<file path="config.mk">
export PLATFORM = sky130hd
export DESIGN_NAME = ram_dma_master
export DESIGN_NICKNAME = d
export VERILOG_FILES = /design/src/rtl/ram_dma_master.sv
export SDC_FILE = /design/constraint.sdc
export NUM_CORES = 1
export LEC_CHECK = 0
export CAP_MARGIN = 20
export CORE_MARGIN = 1
export CORE_UTILIZATION = 48
export CTS_CLUSTER_DIAMETER = 40
export DETAILED_ROUTE_END_ITERATION = 16
export GPL_TIMING_DRIVEN = 0
export PLACE_DENSITY = 0.81
export SLEW_MARGIN = 5
export SYNTH_ARGS = -nofsm -noshare
export SYNTH_HDL_FRONTEND = slang
export SYNTH_SLANG_ARGS = --single-unit
</file>
<file path="constraint.sdc">
create_clock -name clk_i -period 2.7 [get_ports clk_i]
set_clock_uncertainty 0.05 [all_clocks]
set_input_delay 0.81 -clock clk_i [delete_from_list [all_inputs] [get_ports clk_i]]
set_output_delay 0.81 -clock clk_i [all_outputs]
set_load 0.02 [all_outputs]
</file>
<file path="src/rtl/ram_dma_master.sv">
// Single-channel RAM initiator: ascending block copy (read/write pairs) or block fill.
// Memory-side outputs are decoded purely from the registered state so the port mux sees clean timing.
module ram_dma_master #(
  parameter int AW = 32,
  parameter int DW = 32,
  parameter int LW = 16
) (
  input  logic          clk_i,
  input  logic          rst_ni,
  input  logic          start_i,
  input  logic          abort_i,
  input  logic          mode_i,
  input  logic [AW-1:0] src_addr_i,
  input  logic [AW-1:0] dst_addr_i,
  input  logic [LW-1:0] len_i,
  input  logic [DW-1:0] fill_data_i,
  output logic          busy_o,
  output logic          done_o,
  output logic [LW-1:0] count_o,
  output logic          mem_we_o,
  output logic [AW-1:0] mem_addr_o,
  output logic [DW-1:0] mem_data_o,
  input  logic [DW-1:0] mem_data_i
);

  localparam logic [1:0] S_IDLE  = 2'd0;
  localparam logic [1:0] S_READ  = 2'd1;
  localparam logic [1:0] S_WRITE = 2'd2;
  localparam logic [1:0] S_DONE  = 2'd3;

  localparam logic [AW-1:0] STEP = AW'(DW / 8);

  logic [1:0]    state_reg;
  logic          mode_reg;
  logic [AW-1:0] src_reg;
  logic [AW-1:0] dst_reg;
  logic [LW-1:0] rem_reg;
  logic [DW-1:0] data_reg;
  logic [LW-1:0] count_reg;

  always_ff @(posedge clk_i or negedge rst_ni) begin
    if (!rst_ni) begin
      state_reg <= S_IDLE;
      mode_reg  <= 1'b0;
      src_reg   <= '0;
      dst_reg   <= '0;
      rem_reg   <= '0;
      data_reg  <= '0;
      count_reg <= '0;
    end else begin
      case (state_reg)
        S_IDLE: begin
          // abort has priority over a simultaneous start
          if (start_i && !abort_i) begin
            mode_reg  <= mode_i;
            src_reg   <= src_addr_i;
            dst_reg   <= dst_addr_i;
            rem_reg   <= len_i;
            data_reg  <= fill_data_i;
            count_reg <= '0;
            if (len_i == '0)  state_reg <= S_DONE;
            else if (mode_i)  state_reg <= S_WRITE;
            else              state_reg <= S_READ;
          end
        end
        S_READ: begin
          if (abort_i) begin
            state_reg <= S_IDLE;
          end else begin
            data_reg  <= mem_data_i;
            src_reg   <= src_reg + STEP;
            state_reg <= S_WRITE;
          end
        end
        S_WRITE: begin
          // the write strobed this cycle lands even when aborting, so it is counted
          dst_reg   <= dst_reg + STEP;
          rem_reg   <= rem_reg - LW'(1);
          count_reg <= count_reg + LW'(1);
          if (abort_i)                 state_reg <= S_IDLE;
          else if (rem_reg == LW'(1))  state_reg <= S_DONE;
          else if (mode_reg)           state_reg <= S_WRITE;
          else                         state_reg <= S_READ;
        end
        default: begin
          state_reg <= S_IDLE;
        end
      endcase
    end
  end

  always_comb begin
    busy_o     = (state_reg != S_IDLE);
    done_o     = (state_reg == S_DONE);
    count_o    = count_reg;
    mem_we_o   = 1'b0;
    mem_addr_o = '0;
    mem_data_o = '0;
    if (state_reg == S_READ) begin
      mem_addr_o = src_reg;
    end else if (state_reg == S_WRITE) begin
      mem_we_o   = 1'b1;
      mem_addr_o = dst_reg;
      mem_data_o = data_reg;
    end
  end

endmodule

</file>
==> reports/results.tsv <==
stage	metric	value	unit
critical_path	end_kind	output pin	
cts	numCtsBuffers	17	
routing	ant_nets	0	
routing	drt_wl_total	29.6	mm
cts	htree_num_levels	4	
timing	worst_slew_pin_slew	743	ps
finish	seq_area	3280	sq um
outcome	failed_checks	negative setup slack	
yosys	synth_edf_count	0	
finish	final_common_cell	nand2_1	
routing	vias	8949	
timing	finalHoldViolCount	0	
timing	rsz0062_at_grt	yes	
placement	hpwl	20.9	mm
floorplan	start_util	49.1	%
timing	period_needed	2710	ps
global_route	antenna_found_initial	0	
finish	finalNetCount	1391	
critical_path	arrival	1850	ps
yosys	synth-async-reset-ratio	100	%
yosys	synth_largest_area_cell	dfrtp_1	
finish	multi_input_area	4290	sq um
global_route	grt_pass1_wl	44.5	mm
cts	root_buffer	clkbuf_16	
timing	setup_slack	-13.8	ps
yosys	synth-seq-cells	131	
critical_path	worstSetupPathType	reg2out	
finish	final-instance-count-excl-fill	1464	
finish	drive_above_1_share	15.4	%
floorplan	die_area	16800	sq um
power_and_ir_drop	p_leak	4.87	nW
timing	setup_viol	5	
routing	wl_per_cell	20.2	um
finish	area_growth	47.0	%
cts	clock_latency	430	ps
global_route	grt_pass1_vias	8202	
critical_path	cp.required	1840	ps
min_path	hold_class	in2async	
routing	drt-initial-drc-count	939	
cts	cts_tree	built	
power_and_ir_drop	ir_drop	0.000559	V
outcome	status	finished with violations	
global_route	grt_max_degree	73	
floorplan	io-pin-count	232	
global_route	gr-total-overflow	0	
critical_path	critPathMaxFanout	9	
finish	fillers	1270	
placement	placed_cells	1412	
yosys	synth_area_per_cell	8.09	sq um
yosys	ys.flop_type	dfrtp_1	
placement	dp_slack	-1010	ps
timing	fmax	368	MHz
floorplan	die_w	129	um
yosys	synth_top_area_share	42.0	%
yosys	syn_area	7800	sq um
power_and_ir_drop	power.density	727	nW/um^2
yosys	syn_inst	964	
finish	diodes	0	
yosys	yosys-top-cells-area	dfrtp_1 42%, nand2_1 8.5%, nor2_1 4.0%	
yosys	syn_nets	1118	
timing	min_period_over_period	101	%
power_and_ir_drop	power	8.34	mW
finish	finalCoreUtilization	72.2	%
cts	clkTransAtPathRegs	60	ps
yosys	synth_cell_types	67	
timing	drv_slew	0	
critical_path	rrSetupSlack	340	ps
cts	clock-sinks	131	
timing	slew_headroom	50.4	%
routing	drt_pass1_iterations	6	
flow_run	maxCapViolCount	0	
floorplan	core_area	15900	sq um
routing	drc_errors	0	
yosys	yosysWarningCount	0	
floorplan	fp.dieH	129	um
critical_path	crit_path_start_kind	flop	
cts	clockBufferDepth	2	
placement	place.port_buffers	231	
yosys	ys_seq_area_share	42.0	%
placement	globalplace.congestion	0.949	
finish	final_cell_mix	172 x nand2_1, 164 x clkdlybuf4s50_1, 130 x dfrtp_1	
routing	vias_per_cell	6.11	
floorplan	std_cell_rows	46	
global_route	gr-usage-all-layers	35.2	%
==> per-layer routing <==
layer | up-vias | share of wire (%) | track usage, %
li1 | 4048 | - | -
met1 | 4215 | 39 | 44.2
met2 | 573 | 47 | 57.5
met3 | 113 | 9.4 | 7.56
met4 | 0 | 5.0 | 17.9
met5 | - | 0 | 0
==> worst max-delay path, stage by stage (launching register included) <==
cell and delay (ps):
dfrtp_2 470, nor2b_4 270, clkbuf_16 230, clkbuf_16 150, a22o_1 170, buf_6 140
==> through the flow <==
| step | TNS (ps) | hold WS, ps | area (sq um) |
|---|---|---|---|
| 2_1_floorplan | 0 | 396 | 7800 |
| 3_3_place_gp | -688140 | 411 | 10400 |
| 3_5_place_dp | -77380 | 415 | 10400 |
| 4_1_cts | -1360 | 345 | 11300 |
| 5_1_grt | -330 | 366 | 11500 |
| 6_report | -39.3 | 327 | 11500 |
==> cell usage after synthesis (all sizes together), types with 21 or more instances <==
cell type	count
nor3	22
nand4	21
buf	23
nand2	176
o21ai	54
dfrtp	131
clkbuf	47
and3	21
nor2	84
and2	39
nand3	46
a21oi	60
a31oi	49
==> final cells by class <==
cell class,count,share of cell area (%)
Clock inverter,8,0.665
Clock buffer,22,4.31
Tap cell,216,2.36
Inverter,12,0.502
Buffer,66,4.25
Timing Repair Buffer,258,22.0
Multi-Input combinational cell,751,37.4
Sequential cell,131,28.6
==> report_power, final <==
| group | switching (mW) | internal (mW) | leakage (nW) | total [mW] |
|---|---|---|---|---|
| logic | 1.61 | 1.36 | 3.04 | 2.97 |
| clock network | 0.891 | 1.37 | 0.276 | 2.27 |
| registers | 0.607 | 2.50 | 1.55 | 3.10 |
| total | 3.11 | 5.23 | 4.87 | 8.34 |
==> path summary, 6_finish.rpt <==
| path | start | to | depth (start not counted) |
|---|---|---|---|
| max in group asynchronous | rst_ni | src_reg[4]$_DFFE_PN0P_ | 2 |
| hold reg to reg | count_o[15]$_DFFE_PN0P_ | count_o[15]$_DFFE_PN0P_ | 1 |
| hold / removal | rst_ni | dst_reg[0]$_DFFE_PN0P_ | 1 |
| setup / recovery | state_reg[1]$_DFFE_PN0N_ | mem_addr_o[10] | 5 |
| setup reg to reg | state_reg[0]$_DFFE_PN0N_ | count_o[9]$_DFFE_PN0P_ | 9 |
| min in group clk_i | count_o[15]$_DFFE_PN0P_ | count_o[15]$_DFFE_PN0P_ | 1 |
==> cell families after synthesis <==
family / after synthesis / share of synthesized area [%]
and+or+nand+nor: 461 / 28.6
DFF: 131 / 42.0
muxes: 9 / 1.15
buffers and inverters: 82 / 4.19
xor gates and xnor gates: 4 / 0.449
AOI/OAI and AO/OA: 272 / 22.8
adders and majority gates: 5 / 0.802
==> timing repair <==
action,4_1_cts,5_1_grt
pin swaps,6,13
gates cloned,1,3
hold endpoints to repair,0,0
buffers inserted,17,5
hold buffers,0,0
resized for setup,425,33
setup endpoints to repair,82,95
Power figures use the tool's default switching activity.
